### config.mk
export PLATFORM = sky130hd
export DESIGN_NAME = imem_boot_ctrl
export DESIGN_NICKNAME = d
export VERILOG_FILES = /design/src/rtl/imem_boot_ctrl_pkg.sv /design/src/rtl/imem_boot_ctrl.sv
export SDC_FILE = /design/constraint.sdc
export NUM_CORES = 1
export LEC_CHECK = 0
export ABC_AREA = 1
export BUFFER_PORTS_ARGS = -buffer_cell sky130_fd_sc_hd__buf_2
export CELL_PAD_IN_SITES_DETAIL_PLACEMENT = 0
export CELL_PAD_IN_SITES_GLOBAL_PLACEMENT = 1
export CORE_ASPECT_RATIO = 0.9
export CORE_MARGIN = 10
export CORE_UTILIZATION = 35
export CTS_CLUSTER_DIAMETER = 80
export DETAILED_ROUTE_END_ITERATION = 6
export PLACE_DENSITY = 0.78
export SLEW_MARGIN = 20
export SYNTH_ARGS = -nofsm -noshare
export SYNTH_HDL_FRONTEND = slang
export SYNTH_SLANG_ARGS = --single-unit
### constraint.sdc
create_clock -name clk -period 6.8 [get_ports clk]
set_input_delay 1.36 -clock clk [delete_from_list [all_inputs] [get_ports clk]]
set_output_delay 1.36 -clock clk [all_outputs]
set_load 0.05 [all_outputs]
### src/rtl/imem_boot_ctrl_pkg.sv
// Shared types and constants for the instruction-memory boot controller.
// Holds boot FSM state encodings and IMEM geometry.
package imem_boot_ctrl_pkg;

  typedef enum logic [1:0] {
    BOOT_HALT  = 2'd0,
    BOOT_LOAD  = 2'd1,
    BOOT_DRAIN = 2'd2,
    BOOT_RUN   = 2'd3
  } boot_state_t;

  localparam int         IMEM_DEPTH_WORDS  = 1024;
  localparam logic [3:0] IMEM_BYTE_ENB_ALL = 4'hF;

  // Word index one past the last word of a load.
  function automatic logic [32:0] load_end(
    input logic [31:0] base,
    input logic [31:0] count
  );
    return {3'b000, base[31:2]} + {1'b0, count};
  endfunction

endpackage

### src/rtl/imem_boot_ctrl.sv
// Boot/program-load controller: streams a host image into IMEM,
// then releases the core from reset to run from PC 0.
module imem_boot_ctrl
  import imem_boot_ctrl_pkg::*;
#(
  parameter int DEPTH_WORDS = IMEM_DEPTH_WORDS,
  parameter int CNT_WIDTH   = 16
) (
  input  logic                 clk,
  input  logic                 rst,
  input  logic                 start,
  input  logic                 halt,
  input  logic [31:0]          base_addr,
  input  logic [CNT_WIDTH-1:0] word_count,
  input  logic                 s_valid,
  input  logic [31:0]          s_data,
  output logic                 s_ready,
  output logic [31:0]          i_w_addr,
  output logic [31:0]          i_w_dat,
  output logic                 i_w_enb,
  output logic [3:0]           i_w_byte_enb,
  output logic                 i_r_enb,
  output logic                 pc_stall,
  output logic                 core_rst,
  output logic                 busy,
  output logic                 done,
  output logic                 err
);

  boot_state_t          state;
  logic [31:0]          addr;
  logic [CNT_WIDTH-1:0] remaining;

  logic misaligned;
  logic overrun;
  logic beat;

  assign misaligned = |base_addr[1:0];
  assign overrun    = load_end(base_addr, 32'(word_count))
                      > 33'(DEPTH_WORDS);
  assign beat       = s_valid & s_ready;

  always_ff @(posedge clk or posedge rst) begin
    if (rst) begin
      state        <= BOOT_HALT;
      addr         <= '0;
      remaining    <= '0;
      s_ready      <= 1'b0;
      i_w_addr     <= '0;
      i_w_dat      <= '0;
      i_w_enb      <= 1'b0;
      i_w_byte_enb <= 4'h0;
      i_r_enb      <= 1'b0;
      pc_stall     <= 1'b1;
      core_rst     <= 1'b1;
      busy         <= 1'b0;
      done         <= 1'b0;
      err          <= 1'b0;
    end else begin
      i_w_enb      <= 1'b0;
      i_w_byte_enb <= 4'h0;
      done         <= 1'b0;
      unique case (state)
        BOOT_HALT: begin
          if (start) begin
            if (misaligned || overrun) begin
              err <= 1'b1;
            end else if (word_count == '0) begin
              // Empty load boots whatever image is resident.
              state    <= BOOT_RUN;
              err      <= 1'b0;
              done     <= 1'b1;
              pc_stall <= 1'b0;
              core_rst <= 1'b0;
              i_r_enb  <= 1'b1;
            end else begin
              state     <= BOOT_LOAD;
              addr      <= base_addr;
              remaining <= word_count;
              err       <= 1'b0;
              s_ready   <= 1'b1;
              busy      <= 1'b1;
            end
          end
        end
        BOOT_LOAD: begin
          if (beat) begin
            i_w_enb      <= 1'b1;
            i_w_byte_enb <= IMEM_BYTE_ENB_ALL;
            i_w_addr     <= addr;
            i_w_dat      <= s_data;
            addr         <= addr + 32'd4;
            remaining    <= remaining - CNT_WIDTH'(1);
            if (remaining == CNT_WIDTH'(1)) begin
              state   <= BOOT_DRAIN;
              s_ready <= 1'b0;
            end
          end
        end
        BOOT_DRAIN: begin
          state    <= BOOT_RUN;
          busy     <= 1'b0;
          done     <= 1'b1;
          pc_stall <= 1'b0;
          core_rst <= 1'b0;
          i_r_enb  <= 1'b1;
        end
        BOOT_RUN: begin
          if (halt) begin
            state    <= BOOT_HALT;
            pc_stall <= 1'b1;
            core_rst <= 1'b1;
            i_r_enb  <= 1'b0;
          end
        end
        default: state <= BOOT_HALT;
      endcase
    end
  end

endmodule

==> reports/qor_table.md <==
| Result | Reported | Unit |
|---|---|---|
| Count of antenna diodes in the layout | 0 | - |
| Cells taking the most area after synthesis | sky130_fd_sc_hd__dfrtp_1, sky130_fd_sc_hd__nand2_1, sky130_fd_sc_hd__inv_1, sky130_fd_sc_hd__nand3_1, sky130_fd_sc_hd__o21ai_0 | - |
| Post-cts sizing count | 0 | - |
| Part of the power in the clock network | 0.209 | - |
| Number of iterations in the first detailed-routing pass | 5 | - |
| Starting Density | 0.354 | - |
| Initial antenna violation count | 0 | - |
| Reported max-cap violation count | 0 | - |
| DIE HEIGHT | 163 | µm |
| Final number of hold-violating endpoints | 0 | - |
| Clock tree from TritonCTS | done | - |
| Type of the setup path with the least slack | primary input to flip-flop | - |
| Combinational power share | 0.501 | - |
| Startpoint type of the worst setup path | primary input | - |
| Highest-count cells in the layout ignoring fill and taps | sky130_fd_sc_hd__nand2_1, sky130_fd_sc_hd__buf_2, sky130_fd_sc_hd__inv_1 | - |
| Yosys top cell area share | 0.378 | - |
| Kind of end point of the critical path | flip-flop | - |
| Number of clock sinks | 121 | - |
| Buffer type at the clock tree root | sky130_fd_sc_hd__clkbuf_16 | - |
| Fraction of power spent switching nets | 0.498 | - |
| Final max-slew violation count | 0 | - |
| Final design area excluding fillers | 9590 | µm² |
| Count of buffers inserted at the top-level ports | 160 | - |
| CP required | 7.10 | ns |
| Clk pin slew, worst setup/hold paths | 0.05 | ns |
| End-of-flow core utilization | 0.427 | - |
| Worst slew pin tran | 1.12 | ns |
| Hold Path Origin | i_w_dat[15]$_DFFE_PP0P_ | - |
| Unrepaired setup endpoints after global routing | no | - |
| Final routed wire length divided by cell count | 15.2 | µm |
| Worst-skew pair later-pin latency | 0.41 | ns |
| Net total in the final layout | 1424 | - |
| First-pass GRT wire length | 38900 | µm |
| Floorplan die width | 179 | µm |
| Library cell occupying the most area in the post-synthesis netlist | sky130_fd_sc_hd__dfrtp_1 | - |
| Share of power burned in registers | 0.290 | - |
| Core area | 22400 | µm² |
| Synth Instances | 1170 | - |
| Count of boundary I/O pins | 161 | - |
| H-tree lvl count | 4 | - |
| Setup Fix Bufs, Post-CTS | 0 | - |
| Seq cells post-synth | 121 | - |
| Fillers | 2406 | - |
| Slew HR | 0.251 | - |
| Max Buffers Root-to-Sink | 2 | - |
| Psw | 2220 | µW |
| Final critical-path share of the clock period | 0.623 | - |
| Syn Area/Cell | 6.79 | µm² |
| Highest fanout seen on the critical path | 79 | - |
| Clock skew | 0.00719 | ns |
| Die Area | 29100 | µm² |
| GPL Wtd Cong | 0.897 | - |
| Worst reg2reg setup slack | 2.85 | ns |
| Commonest non-fill, non-tap cell in the layout | sky130_fd_sc_hd__nand2_1 | - |
| Overall track demand over capacity in global routing | 0.166 | - |
| Routed vias | 7871 | - |
| Vias per cell | 4.85 | - |
| Starting DRT DRC Count | 616 | - |
| CP arrival | 4.54 | ns |
| Sequential area share after synthesis | 0.381 | - |
| Static leakage | 0.00517 | µW |
| Pin count of the biggest net entering global routing | 93 | - |
| Count of distinct cell types in the synthesized netlist | 43 | - |
| Area of placed instances | 8980 | µm² |
| Total power density per cell area | 466 | nW/µm² |
| Max VDD drop | 0.000292 | V |
| Final min period | 4.24 | ns |
| Detailed Place HPWL | 19100 | µm |
| Timing startpoint of the critical path | base_addr[2] | - |
| P_int | 2240 | µW |
| Cell area after synthesis | 7950 | µm² |
| Outcome | finished clean | - |
| Via count of the first global-routing pass | 7450 | - |
| Area delta synth->final | 20.6 | % |
| DRC | 0 | - |
| Final sum of negative setup slack | 0 | ns |
| Synth Net Count | 1280 | - |
| Post-DRT Antenna Nets | 0 | - |
| Congestion Overflow GR | 0 | - |
| Number of core rows | 52 | - |
| Highest achievable clock rate | 0.236 | GHz |
| Worst r2r src | state[1]$_DFFE_PP0P_ | - |
| Class of the tightest hold or removal check | flip-flop to flip-flop | - |
| Synthesis Warnings | 0 | - |
| Hold-fix buffers at CTS | 0 | - |
| Final wirelength | 24800 | µm |
| Overall power consumption | 4470 | µW |
| Number of setup violations in the final report | 0 | - |
| Total CTS buffers | 17 | - |
| Fraction of layout cells with a size suffix above 1 | 0.164 | - |
[per-layer routing]
layer	up-vias	wire length, µm	GRT usage
met4	0	467	0.0544
met2	194	10900	0.252
li1	4028	-	-
met3	31	1510	0.0304
met1	3618	11900	0.233
met5	-	0	0
[cell type report]
class | instances | area [µm²] | area share
repair buffers | 164 | 831 | 0.0867
clock inverters | 8 | 144 | 0.0150
clock buffers | 24 | 462 | 0.0482
multi-input cells | 864 | 4200 | 0.438
flip-flops and latches | 121 | 3030 | 0.316
inverters | 146 | 551 | 0.0574
well taps | 297 | 372 | 0.0388
[through the flow]
stage | instances | setup WS [ns] | hold WS, ns
2_1_floorplan | 1170 | 2.23 | 0.442
3_3_place_gp | 1592 | 2.26 | 0.456
3_5_place_dp | 1592 | 2.16 | 0.459
4_1_cts | 1624 | 2.59 | 0.474
5_1_grt | 1624 | 2.28 | 0.492
6_report | 1624 | 2.56 | 0.469
[critical path, cell delays in order]
cell	delay [ns]
sky130_fd_sc_hd__buf_2	0.11
sky130_fd_sc_hd__ha_1	0.23
sky130_fd_sc_hd__fa_1	0.46
sky130_fd_sc_hd__nand2_1	0.10
sky130_fd_sc_hd__nand2_1	0.07
sky130_fd_sc_hd__nand3_1	0.10
sky130_fd_sc_hd__nand2_1	0.09
sky130_fd_sc_hd__nand2_1	0.07
sky130_fd_sc_hd__nand2_1	0.05
sky130_fd_sc_hd__nor2_1	0.07
sky130_fd_sc_hd__nand3_1	0.07
sky130_fd_sc_hd__o21ai_1	0.23
sky130_fd_sc_hd__nand3_1	0.11
sky130_fd_sc_hd__nor2_1	0.14
sky130_fd_sc_hd__nand3_2	0.13
sky130_fd_sc_hd__nand2_4	0.26
sky130_fd_sc_hd__nand2_4	0.48
sky130_fd_sc_hd__o21ai_0	0.37
[path summary, 6_finish.rpt]
kind                                             to  cells after the start
max                             addr[4]$_DFFE_PP0P_                     18
min                         i_w_dat[15]$_DFFE_PP0P_                      2
max reg2reg                     addr[4]$_DFFE_PP0P_                     10
min reg2reg                 i_w_dat[15]$_DFFE_PP0P_                      2
max in group asynchronous  i_w_addr[29]$_DFFE_PP0P_                      3
min in group asynchronous    i_w_dat[6]$_DFFE_PP0P_                      2
[cell usage after synthesis, drive strengths merged]
cell type  count
or2            3
nand3         82
nand2b         1
nor2          91
nor4          16
a21boi         3
or4            1
dfstp          1
xor2          21
xnor2          6
o21ai        101
inv          146
dfrtp        120
nor3          13
o22ai          1
a21oi         28
ha            24
clkbuf        19
o31ai          3
a22oi          3
buf           20
nand2        424
nor3b          2
mux2i          8
o211ai         1
fa             1
a31oi          4
mux2           1
nand3b         4
nand4         21
a221oi         1
[cell families after synthesis]
family	count (synthesis)	synth area share
AOI/OAI and AO/OA	145	0.0962
xor gates and xnor gates	27	0.0298
adders and majority gates	25	0.0403
buffers and inverters	185	0.0927
DFF	121	0.381
muxes	9	0.0115
and+or+nand+nor	658	0.348
[flip-flops by register name (all words and copies together), names as in the netlist, 2 cells and up]
name,count
remaining,16
i_w_addr,32
state,2
addr,32
i_w_dat,32
[power by group through the flow]
stage | clock [µW] | sequential [µW] | combinational [µW]
after floorplan | 0 | 1910 | 1100
after global placement | 0 | 1290 | 2220
after detailed placement | 0 | 1300 | 2250
after CTS | 948 | 1290 | 2260
after global routing | 988 | 1340 | 2470
final | 936 | 1290 | 2240
(Power assumes the default switching activity.)
